`config.mk`:
```
export PLATFORM = sky130hd
export DESIGN_NAME = shift_left_4bit_loader_flat
export DESIGN_NICKNAME = d
export VERILOG_FILES = /design/src/rtl/shift_left_4bit_loader_if.sv /design/src/rtl/shift_left_4bit_loader.sv /design/src/flat_wrapper.sv
export SDC_FILE = /design/constraint.sdc
export NUM_CORES = 1
export LEC_CHECK = 0
export BUFFER_PORTS_ARGS = -buffer_cell sky130_fd_sc_hd__buf_2
export CORE_MARGIN = 2
export CORE_UTILIZATION = 42
export DETAILED_ROUTE_END_ITERATION = 16
export PLACE_DENSITY_LB_ADDON = 0.1
export SYNTH_ARGS = -nofsm -noshare
export SYNTH_HDL_FRONTEND = slang
export SYNTH_SLANG_ARGS = --single-unit
```
`constraint.sdc`:
```
create_clock -name clk -period 1.54 [get_ports clk]
set_input_delay 0.462 -clock clk [delete_from_list [all_inputs] [get_ports clk]]
set_output_delay 0.462 -clock clk [all_outputs]
set_load 0.02 [all_outputs]
```
`src/rtl/shift_left_4bit_loader_if.sv`:
```
// Operand-loader bus: serial frame input, parallel operand output with valid/ready, status flags.
// The loader uses the slave view and the upstream/downstream side uses the master view.
interface shift_left_4bit_loader_if #(
   parameter int DATA_W  = 4,
   parameter int SHAMT_W = 2,
   parameter int CNT_W   = 8
) ();
   logic               sdi;
   logic               sdi_valid;
   logic               sof;
   logic [DATA_W-1:0]  in_o;
   logic [SHAMT_W-1:0] n_o;
   logic               op_valid;
   logic               op_ready;
   logic               busy;
   logic               frame_err;
   logic               ovr_err;
   logic [CNT_W-1:0]   frame_cnt;

   modport master (
      output sdi, sdi_valid, sof, op_ready,
      input  in_o, n_o, op_valid, busy, frame_err, ovr_err, frame_cnt
   );

   modport slave (
      input  sdi, sdi_valid, sof, op_ready,
      output in_o, n_o, op_valid, busy, frame_err, ovr_err, frame_cnt
   );
endinterface

```
`src/rtl/shift_left_4bit_loader.sv`:
```
// Serial-to-parallel operand loader for shift_left_4bit: 6-bit MSB-first frames, operands valid F cycles after sof.
// Operands stay frozen while op_valid is high until op_ready; bits arriving meanwhile are dropped and flagged.
module shift_left_4bit_loader #(
   parameter int DATA_W  = 4,
   parameter int SHAMT_W = 2,
   parameter int CNT_W   = 8
) (
   input  logic                    clk,
   input  logic                    rst_n,
   shift_left_4bit_loader_if.slave bus
);
   localparam int F  = DATA_W + SHAMT_W;
   localparam int CW = $clog2(F + 1);

   typedef enum logic [1:0] {IDLE, SHIFT, HOLD} state_t;

   state_t           state_q;
   logic [F-1:0]     sr_q;
   logic [CW-1:0]    cnt_q;
   logic             op_valid_q;
   logic             busy_q;
   logic             frame_err_q;
   logic             ovr_err_q;
   logic [CNT_W-1:0] frame_cnt_q;

   logic         new_frame;
   logic [F-1:0] first_sr;

   assign new_frame = bus.sdi_valid & bus.sof;
   // A new frame clears stale bits so a restarted frame never mixes with the aborted one.
   assign first_sr  = F'(bus.sdi);

   always_ff @(posedge clk or negedge rst_n) begin
      if (!rst_n) begin
         state_q     <= IDLE;
         sr_q        <= '0;
         cnt_q       <= '0;
         op_valid_q  <= 1'b0;
         busy_q      <= 1'b0;
         frame_err_q <= 1'b0;
         ovr_err_q   <= 1'b0;
         frame_cnt_q <= '0;
      end else begin
         frame_err_q <= 1'b0;
         ovr_err_q   <= 1'b0;
         unique case (state_q)
            IDLE: begin
               if (new_frame) begin
                  sr_q    <= first_sr;
                  cnt_q   <= CW'(1);
                  state_q <= SHIFT;
                  busy_q  <= 1'b1;
               end
            end
            SHIFT: begin
               if (bus.sdi_valid) begin
                  if (bus.sof) begin
                     frame_err_q <= 1'b1;
                     sr_q        <= first_sr;
                     cnt_q       <= CW'(1);
                  end else begin
                     sr_q  <= {sr_q[F-2:0], bus.sdi};
                     cnt_q <= cnt_q + CW'(1);
                     if (cnt_q == CW'(F - 1)) begin
                        state_q    <= HOLD;
                        op_valid_q <= 1'b1;
                        busy_q     <= 1'b0;
                     end
                  end
               end
            end
            HOLD: begin
               if (bus.op_ready) begin
                  frame_cnt_q <= frame_cnt_q + CNT_W'(1);
                  op_valid_q  <= 1'b0;
                  // A sof in the handshake cycle starts the next frame with no bubble.
                  if (new_frame) begin
                     sr_q    <= first_sr;
                     cnt_q   <= CW'(1);
                     state_q <= SHIFT;
                     busy_q  <= 1'b1;
                  end else begin
                     cnt_q   <= '0;
                     state_q <= IDLE;
                  end
               end else if (bus.sdi_valid) begin
                  ovr_err_q <= 1'b1;
               end
            end
            default: state_q <= IDLE;
         endcase
      end
   end

   assign bus.in_o      = sr_q[F-1:SHAMT_W];
   assign bus.n_o       = sr_q[SHAMT_W-1:0];
   assign bus.op_valid  = op_valid_q;
   assign bus.busy      = busy_q;
   assign bus.frame_err = frame_err_q;
   assign bus.ovr_err   = ovr_err_q;
   assign bus.frame_cnt = frame_cnt_q;
endmodule

```
`src/flat_wrapper.sv`:
```
// flat-port wrapper written by rule: the top's interface ports become plain ports
module shift_left_4bit_loader_flat 
#(
   parameter int DATA_W  = 4,
   parameter int SHAMT_W = 2,
   parameter int CNT_W   = 8
)
  (clk, rst_n, bus_sdi, bus_sdi_valid, bus_sof, bus_op_ready, bus_in_o, bus_n_o, bus_op_valid, bus_busy, bus_frame_err, bus_ovr_err, bus_frame_cnt);
  shift_left_4bit_loader_if #(.DATA_W(DATA_W), .SHAMT_W(SHAMT_W), .CNT_W(CNT_W)) bus_i ();
  input  logic clk;
  input  logic rst_n;
  input wire logic [$bits(bus_i.sdi)-1:0] bus_sdi;
  input wire logic [$bits(bus_i.sdi_valid)-1:0] bus_sdi_valid;
  input wire logic [$bits(bus_i.sof)-1:0] bus_sof;
  input wire logic [$bits(bus_i.op_ready)-1:0] bus_op_ready;
  output wire logic [$bits(bus_i.in_o)-1:0] bus_in_o;
  output wire logic [$bits(bus_i.n_o)-1:0] bus_n_o;
  output wire logic [$bits(bus_i.op_valid)-1:0] bus_op_valid;
  output wire logic [$bits(bus_i.busy)-1:0] bus_busy;
  output wire logic [$bits(bus_i.frame_err)-1:0] bus_frame_err;
  output wire logic [$bits(bus_i.ovr_err)-1:0] bus_ovr_err;
  output wire logic [$bits(bus_i.frame_cnt)-1:0] bus_frame_cnt;
  assign bus_i.sdi = bus_sdi;
  assign bus_i.sdi_valid = bus_sdi_valid;
  assign bus_i.sof = bus_sof;
  assign bus_i.op_ready = bus_op_ready;
  assign bus_in_o = bus_i.in_o;
  assign bus_n_o = bus_i.n_o;
  assign bus_op_valid = bus_i.op_valid;
  assign bus_busy = bus_i.busy;
  assign bus_frame_err = bus_i.frame_err;
  assign bus_ovr_err = bus_i.ovr_err;
  assign bus_frame_cnt = bus_i.frame_cnt;
  shift_left_4bit_loader #(.DATA_W(DATA_W), .SHAMT_W(SHAMT_W), .CNT_W(CNT_W)) u_core (.clk(clk), .rst_n(rst_n), .bus(bus_i));
endmodule
```
==> metrics.txt <==
post-synthesis sequential area ratio 0.4747; Worst Setup Start Kind flop; Final Setup Violations 5; Yosys reg bits 23; Post-Syn Nets 128; 1st-pass router iterations 4; Clock Root Buffer clkbuf_4; fin nets 174; Sequential Power Share 0.355; Cell Pwr Density 1374 nW/um^2; total CTS buffers 3; Total GRT Usage 0.1627; Peak supply drop 0.0008429 V; logic gate share of total power 0.522; placed instance area 1508 um^2; Synth Area in Compound Gates 0.09082; Rows 19; Post-DRT Antenna Nets 0; Synth area leaders dfrtp_1, ha_1, mux2i_1; starting DRC count in detailed routing 19; final hold viol count 0; Synth top area share 0.4747; Internal Pwr Total 1431 uW; I/O pin total 24; first-pass GRT wire length 4243 um; antenna violations before repair 0; routability congestion estimate 0.8206; Netlist cell types 33; CTS Sinks 23; total grt overflow 0; CP max FO 5; core area 2758 um^2; HP Class in2async; area grow syn2layout 35.40%; largest net degree at the start of global routing 24; Post-Synth Adder-Cell Area 0.09288; failing checks negative setup slack; dpl ws -0.09821 ns; CTS tree yes; H-tree levels 1; Initial Util 0.4397; Worst Path Arrival 1.77 ns; Max Slew Vio Count 0; Psw 824.3 uW; Clock power frac 0.123; post-synthesis async set-or-reset flop share 1.000; status complete, but fails checks; later-pin clock latency in the skew report 0.31 ns; leading area contributor after synthesis dfrtp_1; fin crit period 1.567 ns; syn avg cell area 10.73 um^2; Fin Clk Skew 0.01008 ns; DP HPWL 1776 um; mux contribution to synthesized area 0.07740; DRC errors left 0; I/O Buffers 23; Tcrit/Tclk final 1.018; switch share 0.3656; number of synthesized flops with an enable pin 0; largest family of logic cells by synthesized area simple AND/OR/NAND/NOR gates; Design Area, Final 1642 um^2; final worst setup slack -0.02726 ns; Mapped Cells 113; Primary FF master, synth dfrtp_1; Synth Area in XOR/XNOR 0.05057; Leak 0.0008296 uW; Die Y-Extent 57.73 um; vias in the first global route 937; fraction of layout instances using a drive strength above 1 0.4430; fillcell total 236; Post-CTS Hold Fix Bufs 0; number of max-cap violations 0; via count 947; most frequent cell after synthesis dfrtp_1; final WL 2391 um; fmax 638.1 MHz; Die X 57.73 um; CTS max path bufs 2; most frequent cells after synthesis dfrtp_1, nand2_1, ha_1, inv_1, nor2_1; CP required 1.74 ns; RSZ-0062 raised after global routing true; Slew HR 0.6596; die area 3332 um^2; Reg clk slew, reported paths 0.13 ns; Cell Area, Synth 1212 um^2; CP Capture Type flop; vias per inst 5.011; Antenna diodes 0; Avg WL per Cell 12.65 um; Synth Area in Simple Gates 0.1754; slew at the pin with the worst max-slew slack 0.5106 ns; Yosys warning total 0; WS Path Type reg2reg
worst max-delay path: stages (launching register included):
cell	delay [ns]
dfrtp_2	0.47
inv_4	0.07
ha_4	0.17
nor2b_4	0.13
a2111oi_4	0.28
o21ai_1	0.11
a22o_1	0.24
final timing paths:
| path | startpoint | to | slack, ns | cells past startpoint |
|---|---|---|---|---|
| worst max-delay path | u_core.state_q[1]$_DFFE_PN0P_ | u_core.cnt_q[2]$_DFFE_PN0P_ | -0.03 | 6 |
| worst min-delay path | rst_n | u_core.sr_q[2]$_DFFE_PN0P_ | 0.1 | 1 |
| worst max register to register | u_core.state_q[1]$_DFFE_PN0P_ | u_core.cnt_q[2]$_DFFE_PN0P_ | -0.03 | 6 |
| worst min register to register | u_core.bus.frame_cnt[7]$_DFFE_PN0P_ | u_core.bus.frame_cnt[7]$_DFFE_PN0P_ | 0.47 | 1 |
| max in group asynchronous | rst_n | u_core.state_q[1]$_DFFE_PN0P_ | 1.08 | 1 |
| min in group clk | bus_op_ready | u_core.bus.ovr_err$_DFF_PN0_ | 0.35 | 2 |
layer usage:
layer  vias to the layer above  track usage  share of wire
met5                         -            0              0
met4                         0      0.03987          0.010
met3                         4      0.02679          0.042
met2                        22       0.2776           0.49
met1                       445       0.2163           0.46
li1                        476            -              -
power by group through the flow:
stage / clock network (uW) / registers [uW] / logic (uW)
2_1_floorplan: 0 / 865 / 547
3_3_place_gp: 0 / 792 / 1000
3_5_place_dp: 0 / 796 / 1020
4_1_cts: 294 / 801 / 1090
5_1_grt: 324 / 822 / 1300
6_report: 278 / 800 / 1180
layout make-up:
type | instances | area [um^2] | area share
multi-input cells | 79 | 686.9 | 0.4184
repair buffers | 43 | 272.8 | 0.1662
clock buffers | 4 | 26.28 | 0.01601
flip-flops and latches | 23 | 578.1 | 0.3521
well taps | 31 | 38.79 | 0.02363
inverters | 9 | 38.79 | 0.02363
kinds of logic after synthesis:
group / count (synthesis)
AO/OA/AOI/OAI: 12
adder cells (fa/ha/maj): 9
buffers and inverters: 11
multiplexers: 9
XOR/XNOR: 7
flip-flops: 23
AND/OR/NAND/NOR: 42
what timing repair did:
item                       CTS  global route
gates resized for setup     12             8
setup endpoints to repair   18            16
buffers inserted             2             2
pin swaps                    2             6
through the flow:
step / hold slack [ns] / instances / util / power (uW) / TNS (ns)
2_1_floorplan: 0.1664 / 113 / - / 1412 / -0.1243
3_3_place_gp: 0.4520 / 181 / 0.5467 / 1796 / -0.3365
3_5_place_dp: 0.4527 / 181 / 0.5467 / 1812 / -0.5338
4_1_cts: 0.1173 / 187 / 0.5803 / 2186 / -0.02753
5_1_grt: 0.1222 / 189 / 0.5953 / 2442 / -1.269
6_report: 0.09705 / 189 / 0.5953 / 2255 / -0.1023
flip-flops by register name (all words and copies together) (netlist names):
name / count
u_core.bus.busy: 1
u_core.bus.frame_cnt: 8
u_core.sr_q: 6
u_core.state_q: 2
u_core.bus.op_valid: 1
u_core.bus.ovr_err: 1
u_core.cnt_q: 3
u_core.bus.frame_err: 1
cells in the final DEF, fill, tap and decap left out, types with 4 or more instances in the layout:
master   netlist  routed
dfrtp_1       23      21
xnor2_1        4       4
inv_1          9       7
ha_1           9       5
mux2i_1        6       6
buf_4          1      18
nor2_1         7       5
buf_2          1      23
nand2_1       13      13
(Power assumes the default switching activity.)
